`src/rtl/sysid_check_master_if.sv`:
```
// -----------------------------------------------------------------------------
// sysid_check_master_if
//
// Purpose:
//   Avalon-MM read-only link between sysid_check_master and the system-ID
//   slave. Only the signals a zero-latency read slave needs are carried.
//
// Signals:
//   avm_address      word address (0 = system ID, 1 = build timestamp)
//   avm_read         read strobe, held for the whole transfer
//   avm_waitrequest  slave stall; transfer completes when it is low with read
//   avm_readdata     read data, valid on the completing cycle
//
// Modports:
//   master  - driven by sysid_check_master
//   slave   - driven by the system-ID slave (or a bench model)
// -----------------------------------------------------------------------------
interface sysid_check_master_if;
    logic        avm_address;
    logic        avm_read;
    logic        avm_waitrequest;
    logic [31:0] avm_readdata;

    modport master (
        output avm_address,
        output avm_read,
        input  avm_waitrequest,
        input  avm_readdata
    );

    modport slave (
        input  avm_address,
        input  avm_read,
        output avm_waitrequest,
        output avm_readdata
    );
endinterface

```
`src/rtl/sysid_check_master.sv`:
```
// -----------------------------------------------------------------------------
// sysid_check_master
//
// Purpose:
//   Avalon-MM read master placed in front of the system-ID slave. After reset
//   (when AUTO_START=1) or on a start pulse it reads word 0 (system ID) and
//   word 1 (build timestamp), compares both against build-time constants and
//   reports the outcome through sticky status flags and an optional interrupt,
//   so a stale or mismatched FPGA image is flagged before software runs.
//
// Parameters:
//   EXPECTED_ID         expected word 0
//   EXPECTED_TIMESTAMP  expected word 1
//   TIMEOUT_CYCLES      stalled cycles allowed per read before aborting (1..255)
//   AUTO_START          1: launch a check on the first cycle after reset release
//
// Ports:
//   clock      system clock
//   reset_n    asynchronous active-low reset
//   start      single-cycle request for a new check (ignored while busy)
//   irq_ack    single-cycle pulse clearing irq
//   avm        Avalon-MM master side (sysid_check_master_if.master)
//   busy       check in progress
//   done       sticky, check finished (pass, fail or timeout)
//   id_ok      sticky, both words matched
//   mismatch   sticky, at least one word differed
//   timeout    sticky, check aborted on waitrequest timeout
//   id_value   captured word 0
//   ts_value   captured word 1
//   irq        mismatch/timeout interrupt
//
// Build option:
//   SYSID_CHECK_IRQ_EN  when defined, irq is a sticky register set at the end
//                       of a failed or timed-out check and cleared by irq_ack.
//                       When undefined, irq is constant 0 and irq_ack unused.
// -----------------------------------------------------------------------------
module sysid_check_master #(
    parameter logic [31:0] EXPECTED_ID        = 32'd0,
    parameter logic [31:0] EXPECTED_TIMESTAMP = 32'd1427243257,
    parameter int          TIMEOUT_CYCLES     = 255,
    parameter int          AUTO_START         = 1
) (
    input  logic                        clock,
    input  logic                        reset_n,
    input  logic                        start,
    input  logic                        irq_ack,
    sysid_check_master_if.master        avm,
    output logic                        busy,
    output logic                        done,
    output logic                        id_ok,
    output logic                        mismatch,
    output logic                        timeout,
    output logic [31:0]                 id_value,
    output logic [31:0]                 ts_value,
    output logic                        irq
);

    typedef enum logic [2:0] {
        IDLE  = 3'd0,
        RD_ID = 3'd1,
        RD_TS = 3'd2,
        EVAL  = 3'd3,
        FIN   = 3'd4
    } state_t;

    // The abort fires on the last permitted stalled cycle, so avm_read is
    // high for exactly TIMEOUT_CYCLES stalled cycles before it drops.
    localparam logic [7:0] TIMEOUT_LAST = 8'(TIMEOUT_CYCLES - 1);

    state_t      state;
    state_t      state_next;

    logic        first_cycle;
    logic [7:0]  timeout_cnt;

    logic        rd_addr;
    logic        rd_strobe;
    logic        launch;
    logic        cap_id;
    logic        cap_ts;
    logic        cnt_clr;
    logic        cnt_inc;
    logic        abort;
    logic        eval_en;
    logic        fin_en;
    logic        auto_go;
    logic        words_match;

    assign avm.avm_address = rd_addr;
    assign avm.avm_read    = rd_strobe;

    // Auto-start fires only on the very first clock after reset release.
    assign auto_go     = (AUTO_START != 0) && first_cycle;
    assign words_match = (id_value == EXPECTED_ID) && (ts_value == EXPECTED_TIMESTAMP);

    // State register.
    always_ff @(posedge clock or negedge reset_n) begin
        if (!reset_n) begin
            state <= IDLE;
        end else begin
            state <= state_next;
        end
    end

    // Next-state and bus strobes. Address and read depend only on the state,
    // so they cannot change while the slave holds waitrequest high.
    always_comb begin
        state_next = state;
        rd_addr    = 1'b0;
        rd_strobe  = 1'b0;
        launch     = 1'b0;
        cap_id     = 1'b0;
        cap_ts     = 1'b0;
        cnt_clr    = 1'b0;
        cnt_inc    = 1'b0;
        abort      = 1'b0;
        eval_en    = 1'b0;
        fin_en     = 1'b0;

        case (state)
            IDLE: begin
                if (start || auto_go) begin
                    launch     = 1'b1;
                    cnt_clr    = 1'b1;
                    state_next = RD_ID;
                end
            end

            RD_ID: begin
                rd_addr   = 1'b0;
                rd_strobe = 1'b1;
                if (!avm.avm_waitrequest) begin
                    cap_id     = 1'b1;
                    cnt_clr    = 1'b1;
                    state_next = RD_TS;
                end else if (timeout_cnt == TIMEOUT_LAST) begin
                    abort      = 1'b1;
                    state_next = FIN;
                end else begin
                    cnt_inc = 1'b1;
                end
            end

            RD_TS: begin
                rd_addr   = 1'b1;
                rd_strobe = 1'b1;
                if (!avm.avm_waitrequest) begin
                    cap_ts     = 1'b1;
                    cnt_clr    = 1'b1;
                    state_next = EVAL;
                end else if (timeout_cnt == TIMEOUT_LAST) begin
                    abort      = 1'b1;
                    state_next = FIN;
                end else begin
                    cnt_inc = 1'b1;
                end
            end

            EVAL: begin
                eval_en    = 1'b1;
                state_next = FIN;
            end

            FIN: begin
                fin_en     = 1'b1;
                state_next = IDLE;
            end

            default: begin
                state_next = IDLE;
            end
        endcase
    end

    // First-cycle marker used for auto-start.
    always_ff @(posedge clock or negedge reset_n) begin
        if (!reset_n) begin
            first_cycle <= 1'b1;
        end else begin
            first_cycle <= 1'b0;
        end
    end

    // Per-read stall counter, cleared when a read begins.
    always_ff @(posedge clock or negedge reset_n) begin
        if (!reset_n) begin
            timeout_cnt <= 8'd0;
        end else if (cnt_clr) begin
            timeout_cnt <= 8'd0;
        end else if (cnt_inc) begin
            timeout_cnt <= timeout_cnt + 8'd1;
        end
    end

    // Captured words. A timed-out check keeps whatever was captured before.
    always_ff @(posedge clock or negedge reset_n) begin
        if (!reset_n) begin
            id_value <= 32'd0;
            ts_value <= 32'd0;
        end else begin
            if (cap_id) begin
                id_value <= avm.avm_readdata;
            end
            if (cap_ts) begin
                ts_value <= avm.avm_readdata;
            end
        end
    end

    // Busy and sticky status flags. Flags are cleared when a check launches
    // and only otherwise change on abort, EVAL or FIN.
    always_ff @(posedge clock or negedge reset_n) begin
        if (!reset_n) begin
            busy     <= 1'b0;
            done     <= 1'b0;
            id_ok    <= 1'b0;
            mismatch <= 1'b0;
            timeout  <= 1'b0;
        end else begin
            if (launch) begin
                busy     <= 1'b1;
                done     <= 1'b0;
                id_ok    <= 1'b0;
                mismatch <= 1'b0;
                timeout  <= 1'b0;
            end
            if (abort) begin
                timeout <= 1'b1;
            end
            if (eval_en) begin
                id_ok    <= words_match;
                mismatch <= !words_match;
            end
            if (fin_en) begin
                done <= 1'b1;
                busy <= 1'b0;
            end
        end
    end

`ifdef SYSID_CHECK_IRQ_EN
    logic irq_q;

    // Interrupt latch: a failing FIN sets it and wins over a same-cycle ack.
    always_ff @(posedge clock or negedge reset_n) begin
        if (!reset_n) begin
            irq_q <= 1'b0;
        end else if (fin_en && (mismatch || timeout)) begin
            irq_q <= 1'b1;
        end else if (irq_ack) begin
            irq_q <= 1'b0;
        end
    end

    assign irq = irq_q;
`else
    logic unused_irq_ack;

    assign unused_irq_ack = irq_ack;
    assign irq            = 1'b0;
`endif

endmodule

```
`src/flat_wrapper.sv`:
```
// flat-port wrapper written by rule: the top's interface ports become plain ports
module sysid_check_master_flat 
#(
    parameter logic [31:0] EXPECTED_ID        = 32'd0,
    parameter logic [31:0] EXPECTED_TIMESTAMP = 32'd1427243257,
    parameter int          TIMEOUT_CYCLES     = 255,
    parameter int          AUTO_START         = 1
)
  (clock, reset_n, start, irq_ack, busy, done, id_ok, mismatch, timeout, id_value, ts_value, irq, avm_avm_address, avm_avm_read, avm_avm_waitrequest, avm_avm_readdata);
  sysid_check_master_if avm_i ();
  input  logic clock;
  input  logic reset_n;
  input  logic start;
  input  logic irq_ack;
  output logic busy;
  output logic done;
  output logic id_ok;
  output logic mismatch;
  output logic timeout;
  output logic [31:0] id_value;
  output logic [31:0] ts_value;
  output logic irq;
  output wire logic [$bits(avm_i.avm_address)-1:0] avm_avm_address;
  output wire logic [$bits(avm_i.avm_read)-1:0] avm_avm_read;
  input wire logic [$bits(avm_i.avm_waitrequest)-1:0] avm_avm_waitrequest;
  input wire logic [$bits(avm_i.avm_readdata)-1:0] avm_avm_readdata;
  assign avm_avm_address = avm_i.avm_address;
  assign avm_avm_read = avm_i.avm_read;
  assign avm_i.avm_waitrequest = avm_avm_waitrequest;
  assign avm_i.avm_readdata = avm_avm_readdata;
  sysid_check_master #(.EXPECTED_ID(EXPECTED_ID), .EXPECTED_TIMESTAMP(EXPECTED_TIMESTAMP), .TIMEOUT_CYCLES(TIMEOUT_CYCLES), .AUTO_START(AUTO_START)) u_core (.clock(clock), .reset_n(reset_n), .start(start), .irq_ack(irq_ack), .avm(avm_i), .busy(busy), .done(done), .id_ok(id_ok), .mismatch(mismatch), .timeout(timeout), .id_value(id_value), .ts_value(ts_value), .irq(irq));
endmodule
```
`config.mk`:
```
export PLATFORM = sky130hd
export DESIGN_NAME = sysid_check_master_flat
export DESIGN_NICKNAME = d
export VERILOG_FILES = /design/src/rtl/sysid_check_master_if.sv /design/src/rtl/sysid_check_master.sv /design/src/flat_wrapper.sv
export SDC_FILE = /design/constraint.sdc
export NUM_CORES = 1
export LEC_CHECK = 0
export BUFFER_PORTS_ARGS = -buffer_cell sky130_fd_sc_hd__buf_2
export CAP_MARGIN = 20
export CORE_UTILIZATION = 45
export DETAILED_ROUTE_END_ITERATION = 10
export HOLD_SLACK_MARGIN = 0.08
export PLACE_DENSITY = 0.73
export SYNTH_ARGS = -nofsm -noshare
export SYNTH_HDL_FRONTEND = slang
export SYNTH_SLANG_ARGS = --single-unit
export TNS_END_PERCENT = 5
```
`constraint.sdc`:
```
create_clock -name clock -period 1.5 [get_ports clock]
set_input_delay 0.15 -clock clock [delete_from_list [all_inputs] [get_ports clock]]
set_output_delay 0.15 -clock clock [all_outputs]
set_load 0.05 [all_outputs]
```
=== Yosys cells after proc, flatten, opt, wreduce, memory -nomap -nowiden ===
Index checks and enable logic that the tools add are counted.

* Input port bits: 37
* Word-level logic and storage cells: 58
* Output and inout port bits: 72
* Register bits: 81

* Reductions and logical operators: 10
* Muxes and demuxes: 30
* Add/sub/neg operators: 1
* Eq/ne operators: 7

{| class="wikitable"
|+ Operators by type and width
! operator !! number
|-
| 32-bit by 31-bit == test with 1-bit output, second input constant || 1
|-
| 32-bit zero test || 1
|-
| 1-bit two-way mux || 22
|-
| 8-bit two-way mux || 2
|-
| 3-bit two-way mux || 4
|-
| 3-bit case mux with 4 select lines || 1
|-
| 8-bit by 1-bit adder with 8-bit output, second input constant || 1
|-
| 8-bit == test, second input constant || 1
|-
| 2-bit nonzero test || 4
|-
| 3-bit by 2-bit == test with 1-bit output, second input constant || 2
|-
| 3-bit by 1-bit == test with 1-bit output, second input constant || 1
|-
| 3-bit == test, second input constant || 1
|-
| 3-bit zero test || 1
|-
| 2-bit by 1-bit != test with 1-bit output, second input constant || 1
|-
| 1-bit case mux with 2 select lines || 1
|-
| 2-bit OR reduction || 1
|-
| 1-bit logical AND || 1
|-
| 1-bit zero test || 1
|-
| 1-bit logical OR || 1
|}

=== Depth between registers and ports, before layout ===
* Depth after elaboration: 6
* Depth in mapped cells: 6
* Gate-level depth less buffers: 6

=== Worst setup path after synthesis ===
OpenSTA, ideal clock, no wires.

* Path type: reg2reg
* Start: register u_core.ts_value[20]
* End: register u_core.id_ok
* Stages on the path, launching flop included: 5
* Library setup time: 82 ps
* Clock period less this slack: 1754 ps
* Data required time: 1418 ps
* Setup slack: -254 ps
* Buffers on the path: 0
* Arrival: 1671 ps
* Path through: dfrtp_1 nor4bb_1 nand4_1 or4_1 o22ai_1

* Longest elaborated chain between the ends: 3

{| class="wikitable"
|+ RTL lines
! element !! line !! text
|-
| start: declaration || sysid_check_master.sv:54 || <nowiki>output logic [31:0] ts_value,</nowiki>
|-
| start signal: assignment || sysid_check_master.sv:205 || <nowiki>ts_value <= avm.avm_readdata;</nowiki>
|-
| 32-bit by 31-bit == test with 1-bit output || sysid_check_master.sv:94 || <nowiki>assign words_match = (id_value == EXPECTED_ID) && (ts_value == EXPECTED_TIMESTAMP);</nowiki>
|-
| 1-bit logical AND || sysid_check_master.sv:94 ||
|-
| 1-bit two-way mux || sysid_check_master.sv:230 || <nowiki>if (eval_en) begin</nowiki>
|-
| end signal: assignment || sysid_check_master.sv:231 || <nowiki>id_ok <= words_match;</nowiki>
|-
| end: declaration || sysid_check_master.sv:50 || <nowiki>output logic id_ok,</nowiki>
|}

No other way between the ends.
A chain may end at the register's enable or synchronous reset.

=== Worst setup path in the final report ===
* Start: register u_core.state[1]
* End: register u_core.id_value[0]

* Longest elaborated chain between the ends: 2

{| class="wikitable"
|+ RTL lines
! element !! line !! text
|-
| start: declaration || sysid_check_master.sv:70 || <nowiki>state_t state;</nowiki>
|-
| start signal: assignment || sysid_check_master.sv:101 || <nowiki>state <= state_next;</nowiki>
|-
| 3-bit by 1-bit == test with 1-bit output || sysid_check_master.sv:120 || <nowiki>case (state)</nowiki>
|-
| 1-bit two-way mux || sysid_check_master.sv:120 ||
|-
| end signal: assignment || sysid_check_master.sv:202 || <nowiki>id_value <= avm.avm_readdata;</nowiki>
|-
| end: declaration || sysid_check_master.sv:53 || <nowiki>output logic [31:0] id_value,</nowiki>
|}

No other way between the ends.

==> impl_metrics.csv <==
group,metric,value,unit
floorplanning,core_area,7730,µm²
logic_synthesis,synthTopCellsByCount,"dfrtp_1 (80), mux2_2 (62), nand2_1 (14)",
floorplanning,rows,32,
timing,fin_crit_sh,111,%
critical_path,critPathRequiredTime,1.73,ns
logic_synthesis,yosysUniqueCellTypes,45,
timing,finalCriticalPeriod,1.66,ns
floorplanning,initial_core_util,46.3,%
cts,ctsRootBufferMaster,"clkbuf_8",
finish,stdcell_count,587,
critical_path,start_kind,"register",
critical_path,path_cells,"buf_12 > buf_8 > nor3b_4 > buf_4 > mux2_2",
global_route,grt_pass1_wl,15800,µm
routing,drc,0,
global_route,antenna_found_initial,0,
critical_path,crit_type,"reg2reg",
global_route,grt_max_degree,31,
cts,cts.clk_slew.worst_paths,0.09,ns
logic_synthesis,synth_area,3580,µm²
logic_synthesis,synth_area_leaders,"dfrtp_1 (56%), mux2_2 (20%), nor4_1 (1.7%)",
logic_synthesis,yosysMostFrequentCell,"dfrtp_1",
finish,seq_area,2080,µm²
finish,nFillCells,499,
logic_synthesis,yosysWarnings,0,
critical_path,crit_path_end_kind,"register",
finish,post-route-util,75.7,%
cts,numCtsBuffers,9,
routing,drt_pass1_iterations,4,
placement,dp_hpwl,6780,µm
routing,vias,3050,
logic_synthesis,yosysSeqAreaShare,56.7,%
timing,rsz0062_at_grt,"true",
timing,setup_ws,-0.163,ns
logic_synthesis,synth.top_cell.area_share,55.9,%
worst_hold_path,worstHoldPathType,"in2reg",
timing,max_freq,0.601,GHz
placement,port_buffers,106,
flow_run,drv_cap,0,
routing,drt_iter0_drc,140,
floorplanning,die_y,91.2,µm
logic_synthesis,async_reset_ff_share,100,%
cts,clock-sinks,81,
timing,hold_slack,0.117,ns
finish,diodes,0,
logic_synthesis,syn_inst,259,
routing,antenna_left,0,
routing,routed_wl,10200,µm
cts,cts_tree,"built",
global_route,grt_pass1_vias,3193,
critical_path,max_stage_delay,0.43,ns
placement,dp_cells,534,
timing,finalSetupViolCount,74,
critical_path,critical-path-slowest-cell,"dfrtp_1",
floorplanning,fp.dieArea,8320,µm²
cts,cts.path.max_buffers,2,
finish,layout-drive-gt1-share,70.1,%
logic_synthesis,yosysTopAreaCell,"dfrtp_1",
logic_synthesis,ys_seq_elements,81,
floorplanning,io_pins,109,
timing,fin_skew,0.0104,ns
global_route,overflow,0,
finish,syn2layout_area_growth,63.4,%
critical_path,arrival,1.90,ns
timing,timing.final.hold_violations,0,
finish,multi_input_area,1780,µm²
critical_path,worstPathMaxFanout,10,
floorplanning,dieWidth,91.2,µm
finish,stdcell_area,5850,µm²
routing,via_per_inst,5.20,
placement,globalplace.congestion,0.818,
logic_synthesis,synth_edf_count,0,
timing,drv_slew,0,
logic_synthesis,ys.flop_type,"dfrtp_1",
cts,h-tree-depth,3,
placement,placed_area,4880,µm²
logic_synthesis,syn_area_per_cell,13.8,µm²
global_route,grt_usage,24.7,%
routing,route.detailed.wl_per_inst,17.4,µm
outcome,status,"complete, but fails checks",
finish,final_nets,519,
outcome,violations,"setup timing",
cts,clkLatencyLatePin,0.35,ns
==> through the flow <==
stage | setup WS [ns] | TNS [ns]
after floorplan | -0.119 | -2.64
after global placement | -0.212 | -1.01
after detailed placement | -0.234 | -2.36
after CTS | -0.156 | -6.55
after global routing | -0.236 | -11.80
final | -0.163 | -7.37
==> cell families after synthesis <==
kind of cell | after synthesis | share of synthesized area (%)
adder cells (fa/ha/maj) | 2 | 0.699
multiplexers | 70 | 21.8
other | 1 | 0.105
buffers and inverters | 20 | 3.36
XOR/XNOR | 1 | 0.769
flip-flops | 81 | 56.7
AO/OA/AOI/OAI | 27 | 6.54
AND/OR/NAND/NOR | 57 | 10.1
==> state kept, by name (all words and copies together), names as in the netlist <==
register            cells
u_core.state            3
u_core.done             1
u_core.id_value        32
u_core.busy             1
u_core.auto_go          1
u_core.id_ok            1
u_core.ts_value        32
u_core.mismatch         1
u_core.timeout_cnt      8
u_core.timeout          1
==> metal layers <==
metal	vias up	track usage, %	share of wire [%]
met2	89	44.1	53
li1	1389	-	-
met5	-	0	0
met3	23	3.69	3.4
met1	1549	29.9	41
met4	0	9.92	2.5
==> placed cells by master, fill, tap and decap left out, drive strengths merged, types with 2 or more instances in the layout <==
cell         netlist  routed
o21ai              6       6
nor2               5       5
bufinv             0       3
nor4b              3       3
ha                 2       2
conb               1       2
buf               12     189
nor4bb             3       3
a21boi             2       2
mux2i              6       6
inv                8      10
nand3              4       4
dlygate4sd3        0      32
clkbuf             0      10
nand4              6       6
mux2              64      64
a2111oi            2       2
nor4              10      10
dfrtp             80      80
o22ai              3       3
or4                2       2
nand2b             4       4
nand2             14      14
a211oi             2       2
a21oi              4       4
==> final timing paths <==
check                                          start                    end  slack (ns)  depth (start not counted)
worst max register to register       u_core.state[1]     u_core.id_value[0]       -0.16                          5
min in group asynchronous                    reset_n  u_core.timeout_cnt[4]        0.24                          2
worst min-delay path            avm_avm_readdata[19]    u_core.id_value[19]        0.12                          2
worst max-delay path                 u_core.state[1]     u_core.id_value[0]       -0.16                          5
worst min register to register           u_core.busy            u_core.busy        0.52                          2
max in group asynchronous                    reset_n    u_core.id_value[20]        0.77                          3
==> worst max-delay path: cells and delay by family, from the launching register on <==
kind | cells | cell delay [ns]
buffers and inverters | 3 | 0.52
muxes | 1 | 0.36
DFF | 1 | 0.43
and+or+nand+nor | 1 | 0.24
==> what timing repair did <==
item,CTS,global route
hold buffers,32,0
setup endpoints to repair,75,78
pin swaps,11,7
setup buffers,7,2
gates resized for setup,54,27
endpoints found under the hold margin,141,0
==> area by class of cell <==
cell class                 count  area share (%)
sequential                    81            35.5
multi-input combinational    159            30.4
timing repair buffer         221            27.3
clock buffer                  10            2.18
tap                          102            2.18
clock inverter                 6            1.93
inverter                       8           0.513
Power is not shown: default switching activity piles up to over one toggle a cycle in this logic, so the estimate is an artifact.
